$ cat src/rtl/xy_switch_allocator_if.sv
// Handshake bundle between the XY router datapath and its per-output switch allocator.
// The allocator connects through the slave modport; the router side uses master.
interface xy_switch_allocator_if #(
  parameter int IN_N       = 5,
  parameter int OUT_N      = 5,
  parameter int OUTPUT_N_W = 3,
  parameter int IN_N_W     = 3
) ();
  logic [IN_N-1:0]            in_valid_i;
  logic [IN_N-1:0]            in_head_i;
  logic [IN_N-1:0]            in_tail_i;
  logic [IN_N*OUTPUT_N_W-1:0] in_out_sel_i;
  logic [IN_N-1:0]            in_ready_o;
  logic [OUT_N-1:0]           out_ready_i;
  logic [OUT_N-1:0]           out_valid_o;
  logic [OUT_N*IN_N_W-1:0]    out_in_sel_o;
  logic [OUT_N-1:0]           out_busy_o;

  modport master (
    output in_valid_i, in_head_i, in_tail_i, in_out_sel_i, out_ready_i,
    input  in_ready_o, out_valid_o, out_in_sel_o, out_busy_o
  );

  modport slave (
    input  in_valid_i, in_head_i, in_tail_i, in_out_sel_i, out_ready_i,
    output in_ready_o, out_valid_o, out_in_sel_o, out_busy_o
  );
endinterface

$ cat src/rtl/xy_switch_allocator.sv
// Per-output wormhole switch allocator for a 5-port XY mesh router: round-robin
// grant on head flits, lock held until the tail flit transfers.
module xy_switch_allocator #(
  parameter int IN_N       = 5,
  parameter int OUT_N      = 5,
  parameter int OUTPUT_N_W = 3,
  parameter int IN_N_W     = 3
) (
  input  logic                  clk_i,
  input  logic                  rst_ni,
  xy_switch_allocator_if.slave  bus
);

  typedef enum logic {
    IDLE   = 1'b0,
    LOCKED = 1'b1
  } state_e;

  state_e            state_r    [OUT_N];
  state_e            state_nx_s [OUT_N];
  logic [IN_N_W-1:0] own_r      [OUT_N];
  logic [IN_N_W-1:0] own_nx_s   [OUT_N];
  logic [IN_N_W-1:0] ptr_r      [OUT_N];
  logic [IN_N_W-1:0] ptr_nx_s   [OUT_N];
  logic [IN_N-1:0]   req_s      [OUT_N];
  logic [IN_N_W-1:0] win_s      [OUT_N];

  logic [IN_N-1:0]         owns_s;
  logic [OUT_N-1:0]        locked_s;
  logic [OUT_N-1:0]        xfer_s;
  logic [OUT_N-1:0]        tail_s;
  logic [IN_N-1:0]         in_ready_s;
  logic [OUT_N-1:0]        out_valid_s;
  logic [OUT_N-1:0]        out_busy_s;
  logic [OUT_N*IN_N_W-1:0] out_in_sel_s;

  // First requester strictly after ptr, wrapping modulo IN_N (ptr is always < IN_N).
  function automatic logic [IN_N_W-1:0] rr_pick(input logic [IN_N-1:0] req,
                                                input logic [IN_N_W-1:0] ptr);
    logic [IN_N_W-1:0] win;
    logic [IN_N_W:0]   cand;
    logic              hit;
    win  = '0;
    hit  = 1'b0;
    cand = '0;
    for (int k = 1; k <= IN_N; k++) begin
      cand = {1'b0, ptr} + (IN_N_W + 1)'(k);
      if (cand >= (IN_N_W + 1)'(IN_N)) begin
        cand = cand - (IN_N_W + 1)'(IN_N);
      end else begin
        cand = cand;
      end
      if (!hit && req[cand[IN_N_W-1:0]]) begin
        win = cand[IN_N_W-1:0];
        hit = 1'b1;
      end else begin
        win = win;
      end
    end
    return win;
  endfunction

  // Per-output lock status and whether the owning input moves a flit this cycle.
  always_comb begin
    locked_s = '0;
    xfer_s   = '0;
    tail_s   = '0;
    for (int o = 0; o < OUT_N; o++) begin
      locked_s[o] = (state_r[o] == LOCKED);
      xfer_s[o]   = locked_s[o] & bus.in_valid_i[own_r[o]] & bus.out_ready_i[o];
      tail_s[o]   = bus.in_tail_i[own_r[o]];
    end
  end

  // An input already streaming a packet must not compete for another output.
  always_comb begin
    owns_s = '0;
    for (int i = 0; i < IN_N; i++) begin
      for (int o = 0; o < OUT_N; o++) begin
        if (locked_s[o] && (own_r[o] == IN_N_W'(i))) begin
          owns_s[i] = 1'b1;
        end else begin
          owns_s[i] = owns_s[i];
        end
      end
    end
  end

  // Head-flit requests per output; out-of-range codes match no output.
  always_comb begin
    for (int o = 0; o < OUT_N; o++) begin
      req_s[o] = '0;
      for (int i = 0; i < IN_N; i++) begin
        req_s[o][i] = bus.in_valid_i[i] & bus.in_head_i[i] & ~owns_s[i] &
                      (bus.in_out_sel_i[i*OUTPUT_N_W +: OUTPUT_N_W] == OUTPUT_N_W'(o));
      end
      win_s[o] = rr_pick(req_s[o], ptr_r[o]);
    end
  end

  // Allocation state registers.
  always_ff @(posedge clk_i or negedge rst_ni) begin
    if (!rst_ni) begin
      for (int o = 0; o < OUT_N; o++) begin
        state_r[o] <= IDLE;
        own_r[o]   <= '0;
        ptr_r[o]   <= IN_N_W'(IN_N - 1);
      end
    end else begin
      for (int o = 0; o < OUT_N; o++) begin
        state_r[o] <= state_nx_s[o];
        own_r[o]   <= own_nx_s[o];
        ptr_r[o]   <= ptr_nx_s[o];
      end
    end
  end

  // Next-state logic: grant on IDLE, release when the tail flit transfers.
  always_comb begin
    for (int o = 0; o < OUT_N; o++) begin
      state_nx_s[o] = state_r[o];
      own_nx_s[o]   = own_r[o];
      ptr_nx_s[o]   = ptr_r[o];
      case (state_r[o])
        IDLE: begin
          if (|req_s[o]) begin
            state_nx_s[o] = LOCKED;
            own_nx_s[o]   = win_s[o];
            ptr_nx_s[o]   = win_s[o];
          end else begin
            state_nx_s[o] = IDLE;
          end
        end
        LOCKED: begin
          if (xfer_s[o] && tail_s[o]) begin
            state_nx_s[o] = IDLE;
          end else begin
            state_nx_s[o] = LOCKED;
          end
        end
        default: begin
          state_nx_s[o] = IDLE;
        end
      endcase
    end
  end

  // Crossbar select and handshakes, decoded from the registered lock state.
  always_comb begin
    in_ready_s   = '0;
    out_valid_s  = '0;
    out_busy_s   = '0;
    out_in_sel_s = '0;
    for (int o = 0; o < OUT_N; o++) begin
      out_in_sel_s[o*IN_N_W +: IN_N_W] = own_r[o];
      if (locked_s[o]) begin
        out_busy_s[o]  = 1'b1;
        out_valid_s[o] = bus.in_valid_i[own_r[o]];
      end else begin
        out_busy_s[o]  = 1'b0;
        out_valid_s[o] = 1'b0;
      end
    end
    for (int i = 0; i < IN_N; i++) begin
      for (int o = 0; o < OUT_N; o++) begin
        if (locked_s[o] && (own_r[o] == IN_N_W'(i)) && bus.out_ready_i[o]) begin
          in_ready_s[i] = 1'b1;
        end else begin
          in_ready_s[i] = in_ready_s[i];
        end
      end
    end
  end

  assign bus.in_ready_o   = in_ready_s;
  assign bus.out_valid_o  = out_valid_s;
  assign bus.out_busy_o   = out_busy_s;
  assign bus.out_in_sel_o = out_in_sel_s;

endmodule

$ cat src/flat_wrapper.sv
// flat-port wrapper written by rule: the top's interface ports become plain ports
module xy_switch_allocator_flat 
#(
  parameter int IN_N       = 5,
  parameter int OUT_N      = 5,
  parameter int OUTPUT_N_W = 3,
  parameter int IN_N_W     = 3
)
  (clk_i, rst_ni, bus_in_valid_i, bus_in_head_i, bus_in_tail_i, bus_in_out_sel_i, bus_out_ready_i, bus_in_ready_o, bus_out_valid_o, bus_out_in_sel_o, bus_out_busy_o);
  xy_switch_allocator_if #(.IN_N(IN_N), .OUT_N(OUT_N), .OUTPUT_N_W(OUTPUT_N_W), .IN_N_W(IN_N_W)) bus_i ();
  input  logic clk_i;
  input  logic rst_ni;
  input wire logic [$bits(bus_i.in_valid_i)-1:0] bus_in_valid_i;
  input wire logic [$bits(bus_i.in_head_i)-1:0] bus_in_head_i;
  input wire logic [$bits(bus_i.in_tail_i)-1:0] bus_in_tail_i;
  input wire logic [$bits(bus_i.in_out_sel_i)-1:0] bus_in_out_sel_i;
  input wire logic [$bits(bus_i.out_ready_i)-1:0] bus_out_ready_i;
  output wire logic [$bits(bus_i.in_ready_o)-1:0] bus_in_ready_o;
  output wire logic [$bits(bus_i.out_valid_o)-1:0] bus_out_valid_o;
  output wire logic [$bits(bus_i.out_in_sel_o)-1:0] bus_out_in_sel_o;
  output wire logic [$bits(bus_i.out_busy_o)-1:0] bus_out_busy_o;
  assign bus_i.in_valid_i = bus_in_valid_i;
  assign bus_i.in_head_i = bus_in_head_i;
  assign bus_i.in_tail_i = bus_in_tail_i;
  assign bus_i.in_out_sel_i = bus_in_out_sel_i;
  assign bus_i.out_ready_i = bus_out_ready_i;
  assign bus_in_ready_o = bus_i.in_ready_o;
  assign bus_out_valid_o = bus_i.out_valid_o;
  assign bus_out_in_sel_o = bus_i.out_in_sel_o;
  assign bus_out_busy_o = bus_i.out_busy_o;
  xy_switch_allocator #(.IN_N(IN_N), .OUT_N(OUT_N), .OUTPUT_N_W(OUTPUT_N_W), .IN_N_W(IN_N_W)) u_core (.clk_i(clk_i), .rst_ni(rst_ni), .bus(bus_i));
endmodule
$ cat config.mk
export PLATFORM = sky130hd
export DESIGN_NAME = xy_switch_allocator_flat
export DESIGN_NICKNAME = d
export VERILOG_FILES = /design/src/rtl/xy_switch_allocator_if.sv /design/src/rtl/xy_switch_allocator.sv /design/src/flat_wrapper.sv
export SDC_FILE = /design/constraint.sdc
export NUM_CORES = 1
export LEC_CHECK = 0
export ABC_AREA = 1
export BUFFER_PORTS_ARGS = -buffer_cell sky130_fd_sc_hd__buf_2
export CAP_MARGIN = 20
export CORE_UTILIZATION = 50
export CTS_CLUSTER_DIAMETER = 80
export DETAILED_ROUTE_END_ITERATION = 10
export MAX_ROUTING_LAYER = met4
export PLACE_DENSITY = 0.7
export SYNTH_ARGS = -nofsm -noshare
export SYNTH_HDL_FRONTEND = slang
export SYNTH_SLANG_ARGS = --single-unit
$ cat constraint.sdc
create_clock -name clk_i -period 4.5 [get_ports clk_i]
set_input_delay 0 -clock clk_i [delete_from_list [all_inputs] [get_ports clk_i]]
set_output_delay 0 -clock clk_i [all_outputs]
set_load 0.005 [all_outputs]
==> results.cfg, run 1 <==
[detailed_routing]
wl_per_cell_um = 15.6
routed_wl_mm = 23.4
wl_met1_mm = 10.1
viasPerCell = 5.61
wl_met3_mm = 2.32
top_layer = met4
drtIter0Drc = 676
vias = 8410
wl_met2_mm = 10.4
drc = 0
ant_nets = 0
first_pass_iters = 6

[logic_synthesis]
synth_area_um2 = 7190
synth_commonest_cells = nand2_1, nand3_1, inv_1
yosysWarnings = 0
ys_ff_latch = 25
synth_edf_count = 0
synth_top_area_share_pct = 21.1
synth_cell_types = 48
synth.avg_cell_area_um2 = 5.66
yosysMostFrequentCell = nand2_1
ys.flop_type = dfrtp_1
ys_seq_area_share_pct = 8.79
syn_nets = 1368
synthTopCellsByArea = nand2_1, nand3_1, ha_1, inv_1, dfrtp_1
syn_inst = 1269
yosys.area.top_type = nand2_1
async_reset_ff_share_pct = 100

[power_and_ir_drop]
p_comb_share_pct = 88.3
p_int_uw = 2490
ir_drop_uv = 345
power_frac_seq_pct = 8.4
p_per_area_nw_per_um2 = 909
p_sw_share_pct = 64.4
p_sw_uw = 4510
leakage_uw = 0.00426
p_clk_share_pct = 3.3

[job]
maxCapViolations = 0

[setup_path]
critPathKind = reg -> reg
worstSetupStartpointType = flip-flop
worstSetupEndpointType = flip-flop
worstPathCellList = buf_4, inv_1, ha_1, inv_1, fa_1, o21bai_1, nand2_1, nand2_1, nand2_1, nor2_1, nor2_1, nand2_1, nand2_2, nand2_4, nor2_8, nand3_4, nor2_1, nor2_1, nand2_1, nand2_1
slowest_stage = inv_1
worstPathArrival_ns = 3.46
critPathBufInv = 3
slowest_delay_ns = 0.41
critPathMostFrequentCell = nand2_1
cp_max_fo = 22
path_delay_family = simple AND/OR/NAND/NOR gates
cp_data_required_time_ns = 4.68

[floorplanning]
die_w_um = 122
die_area_um2 = 14900
rows = 43
ioPinCount = 67
die_h_um = 122
core_area_um2 = 13900
start_util_pct = 51.6

[placed_design]
gp_congestion = 1.01
dp_cells = 1493
postPlaceCellArea_um2 = 7600
dp_hpwl_mm = 18.4
preCtsSetupSlack_ns = 1.28
port_buffers = 66

[sta]
finalSetupTns_ns = 0
slew_headroom_pct = 50.5
skew_ns = 0.00712
tightestPinTransition_ns = 0.741
fmax_mhz = 305
rsz0062_at_grt = false
slew_viol_final = 0
final.min_clock_period_ns = 3.28
finalCritPeriodShare_pct = 72.9
hold_viol_final = 0
layout_setup_ws_ns = 1.22
setup_viol = 0

[worst_hold_path]
hp-class = in -> reg

[clocking]
clk_pin_slew_worst_paths_ns = 0.08
cts_resized = 0
cts_tree = done
cts_setup_buffers = 0
ctsLongestPathBuffers = 2
clock_latency_ns = 0.28
root_buffer = clkbuf_16
cts_buffers = 3
cts.sink_count = 25
ctsHoldBuffers = 1
cts_max_level = 1

[global_routing]
grt_usage_pct = 32.9
overflow = 0
grt_pass1_wl_mm = 37.3
grt_max_degree = 26
antenna_found_initial = 0
grt_pass1_vias = 7455

[cells_and_area]
drive_gt1_share_pct = 14.3
post-route-cell-area_um2 = 7690
finalNetCount = 1418
area_delta_synth_final_pct = 7.03
insertedDiodeCount = 0
finalNonFillerCells = 1498
final_util_pct = 55.2

[outcome]
outcome = finished, final reports clean
-- power by group through the flow --
| stage | Combinational (uW) | Clock [uW] | Sequential, uW |
|---|---|---|---|
| floorplan | 4940 | 0 | 480 |
| global placement | 6000 | 0 | 586 |
| detailed placement | 6050 | 0 | 587 |
| CTS | 6080 | 232 | 584 |
| global route | 6970 | 241 | 612 |
| finish | 6180 | 234 | 587 |
-- cell usage in the layout (no fill, tap or decap), drive strengths merged, types with 7 or more instances in the layout --
master / netlist / routed
buf: 26 / 70
nand2: 436 / 436
ha: 57 / 57
inv: 170 / 170
nor2: 134 / 134
nand3b: 10 / 10
nor3: 24 / 24
dfrtp: 20 / 20
nand4: 31 / 31
o22ai: 15 / 15
a21oi: 37 / 37
xor2: 13 / 13
xnor2: 7 / 7
o21ai: 74 / 74
nand3: 178 / 178
-- path summary, 6_finish.rpt --
check                                    from  slack, ns  cells after the start                          to
max                           u_core.ptr_r[9]       1.22                     20  u_core.bus.out_in_sel_o[5]
max in group asynchronous              rst_ni       3.72                      2             u_core.ptr_r[7]
min in group asynchronous              rst_ni       0.31                      2  u_core.bus.out_in_sel_o[5]
min reg2reg                  u_core.ptr_r[14]       0.53                      2            u_core.ptr_r[14]
max reg2reg                   u_core.ptr_r[9]       1.22                     20  u_core.bus.out_in_sel_o[5]
min                        bus_out_ready_i[1]       0.02                      4          u_core.locked_s[1]
-- sequential cells by signal, indices dropped and copies added, names as in the netlist --
register                 count
u_core.bus.out_in_sel_o      5
u_core.locked_s              5
u_core.ptr_r                15
-- routing by layer --
layer	track usage (%)	vias up
met3	4.40	43
li1	-	4224
met1	43.9	3736
met2	51.5	407
met5	-	-
met4	9.26	0
-- through the flow --
| stage | power (uW) | hold slack (ns) |
|---|---|---|
| 3_5_place_dp | 6640 | 0.0782 |
| 4_1_cts | 6890 | 0.0156 |
| 6_report | 7000 | 0.0222 |
| 5_1_grt | 7830 | 0.0250 |
| 3_3_place_gp | 6580 | 0.0760 |
| 2_1_floorplan | 5420 | -0.296 |
-- area by class of cell --
class / count / area, um2
multi-input cells: 1047 / 5740
inverters: 171 / 649
fillers: 1476 / 6240
repair buffers: 71 / 370
well taps: 180 / 225
flip-flops and latches: 25 / 632
clock buffers: 4 / 78.8
-- cell families (layout without fill, tap and decap cells) --
family / count (synthesis) / after routing / share of synthesized area, %
xor gates and xnor gates: 20 / 20 / 2.65
adders and majority gates: 62 / 62 / 11.3
buffers and inverters: 197 / 246 / 11.4
DFF: 25 / 25 / 8.79
and+or+nand+nor: 815 / 815 / 54.0
AOI/OAI and AO/OA: 150 / 150 / 11.9
-- worst register-to-register path: stages, from the launching register on --
cell and delay [ns]:
dfrtp_1 0.37, buf_4 0.21, inv_1 0.41, ha_1 0.26, inv_1 0.06, fa_1 0.40
o21bai_1 0.22, nand2_1 0.08, nand2_1 0.10, nand2_1 0.09, nor2_1 0.04, nor2_1 0.10
nand2_1 0.07, nand2_2 0.07, nand2_4 0.08, nor2_8 0.16, nand3_4 0.11, nor2_1 0.11
nor2_1 0.04, nand2_1 0.13, nand2_1 0.05
Note: power is estimated with default switching activity, not from simulation.
==> run 2: changes to the inputs <==
- PLACE_DENSITY: 0.7 -> 0.73
- clock period: 4.5 -> 2.9 ns (I/O delays scaled with it)
==> run 2 against run 1 <==
  * Sequential share of layout area decreased by 0.37 points
  * Critical path depth decreased by 6
  * Clock skew decreased by 0.0047 ns
  * Power increased by 63%
  * Sequential cell count unchanged
  * Non-clock buffer count increased by 41
  * Clock power increased by 45%
  * Sequential power increased by 37%
  * Via count increased by 3.1%
  * Worst hold slack improved by 0.017 ns
==> results.cfg, run 2 (same netlist as run 1, synthesis figures left out) <==
[outcome]
outcome = finished, final reports clean

[cells_and_area]
drive_gt1_share_pct = 19.2
area_delta_synth_final_pct = 12.8
largest_register = u_core.ptr_r
final_util_pct = 58.2
multi_input_area_um2 = 5820
nFillCells = 1424
seqCellArea_um2 = 636
insertedDiodeCount = 0
layout_commonest_cell = nand2_1
final_cell_mix = nand2_1, nand3_1, inv_1, nor2_1, buf_2
post-route-cell-area_um2 = 8110
largest_register_ffs = 15
finalNetCount = 1459

[sta]
slew_headroom_pct = 47.8
final.min_clock_period_ns = 2.78
skew_ns = 0.00241
finalSetupTns_ns = 0
slew_viol_final = 0
fmax_mhz = 360
finalCritPeriodShare_pct = 95.7
setup_viol = 0
tightestPinTransition_ns = 0.777
hold_viol_final = 0
hold_slack_ns = 0.0392

[worst_hold_path]
hp-class = in -> reg

[setup_path]
critPathKind = reg -> reg
worstSetupEndpointType = flip-flop
worstPathCellList = inv_2, buf_4, ha_1, ha_1, o21ai_0, nand2_2, xor2_1, o21ai_0, o211ai_2, inv_2, nand3_1, nand2_1, o21ai_1, nand2_1
critPathBufInv = 3
reg2reg_depth = 14
slowest_stage = o211ai_2
cp_data_required_time_ns = 3.06
cp_max_fo = 6
cp.depth = 14
worstReg2RegStart = u_core.ptr_r[9]
crit_start = u_core.ptr_r[9]
r2r-end = u_core.ptr_r[9]
endpoint = u_core.ptr_r[9]
slowest_delay_ns = 0.38
r2r_slack_ns = 0.12
worstPathArrival_ns = 2.94
path_delay_family = compound AO/OA/AOI/OAI gates
worstSetupStartpointType = flip-flop

[detailed_routing]
routed_wl_mm = 23.6
first_pass_iters = 5
viasPerCell = 5.64
drc = 0
drtIter0Drc = 724
wl_per_cell_um = 15.3
vias = 8674
ant_nets = 0

[power_and_ir_drop]
p_int_uw = 4260
leakage_uw = 0.00445
p_clk_share_pct = 3.0
p_per_area_nw_per_um2 = 1410
power_frac_seq_pct = 7.0
ir_drop_uv = 549
p_sw_uw = 7160
power.total_uw = 11400
p_comb_share_pct = 90.0
p_sw_share_pct = 62.7

[global_routing]
grt_pass1_wl_mm = 36.6
grt_usage_pct = 32.0
overflow = 0
grt_max_degree = 26
antenna_found_initial = 0
grt_pass1_vias = 7391

[floorplanning]
rows = 43
start_util_pct = 51.6
core_area_um2 = 13900
die_w_um = 122
die_area_um2 = 14900
die_h_um = 122
ioPinCount = 67

[clocking]
cts_tree = done
cts_buffers = 3
cts.sink_count = 25
ctsLongestPathBuffers = 2
cts_max_level = 1
clk_pin_slew_worst_paths_ns = 0.08
clock_latency_ns = 0.27
root_buffer = clkbuf_16

[placed_design]
dp_hpwl_mm = 18.6
port_buffers = 66
gp_congestion = 1.05
postPlaceCellArea_um2 = 7820

[job]
maxCapViolations = 0
-- run 2: metrics by stage --
step                      instances  worst slack, ns
after floorplan                1269            0.108
after global placement         1521            0.137
after detailed placement       1521           0.0906
after CTS                      1526           0.0637
after global routing           1539          -0.0296
final                          1539            0.124
-- run 2: timing repair --
item	in CTS	in global routing
hold buffers	1	0
resized for setup	0	39
buffers inserted	0	13
hold endpoints to repair	20	0
setup endpoints to repair	0	20
-- run 2: worst min-delay path by stage --
stage	startpoint	to	slack, ns	cells past startpoint
6_report	bus_out_ready_i[1]	u_core.locked_s[1]	0.04	4
2_1_floorplan	rst_ni	u_core.bus.out_in_sel_o[11]	-0.30	0
3_3_place_gp	rst_ni	u_core.bus.out_in_sel_o[5]	0.05	1
3_5_place_dp	rst_ni	u_core.bus.out_in_sel_o[5]	0.05	1
4_1_cts	bus_out_ready_i[1]	u_core.locked_s[1]	0.04	4
5_1_grt	bus_out_ready_i[1]	u_core.locked_s[1]	0.06	4
-- run 2: worst register-to-register path, stage by stage, from the launching register on --
cell	delay (ns)
dfrtp_1	0.36
inv_2	0.07
buf_4	0.16
ha_1	0.19
ha_1	0.31
o21ai_0	0.11
nand2_2	0.14
xor2_1	0.28
o21ai_0	0.18
o211ai_2	0.38
inv_2	0.08
nand3_1	0.09
nand2_1	0.08
o21ai_1	0.17
nand2_1	0.07
-- run 2: per-layer routing --
metal	global-route usage (%)	up-vias	wire length [um]	part of all wire, %
met3	2.06	40	2040	8.6
met2	49.5	403	10400	44
met5	-	-	0	0
li1	-	4301	-	-
met1	44.8	3930	10600	45
met4	8.56	0	527	2.2
-- run 2: cell type report --
class	instances	share of cell area (%)
clock buffers	3	0.926
clock inverters	1	0.0926
inverters	171	8.15
multi-input cells	1047	71.8
flip-flops and latches	25	7.84
well taps	180	2.78
repair buffers	112	8.41
-- run 2: power by group through the flow --
stage	Clock (uW)	Sequential (uW)	Combinational (uW)
global route	350	827	11500
finish	340	802	10300
CTS	336	780	9750
global placement	0	782	9630
floorplan	0	744	7660
detailed placement	0	784	9710
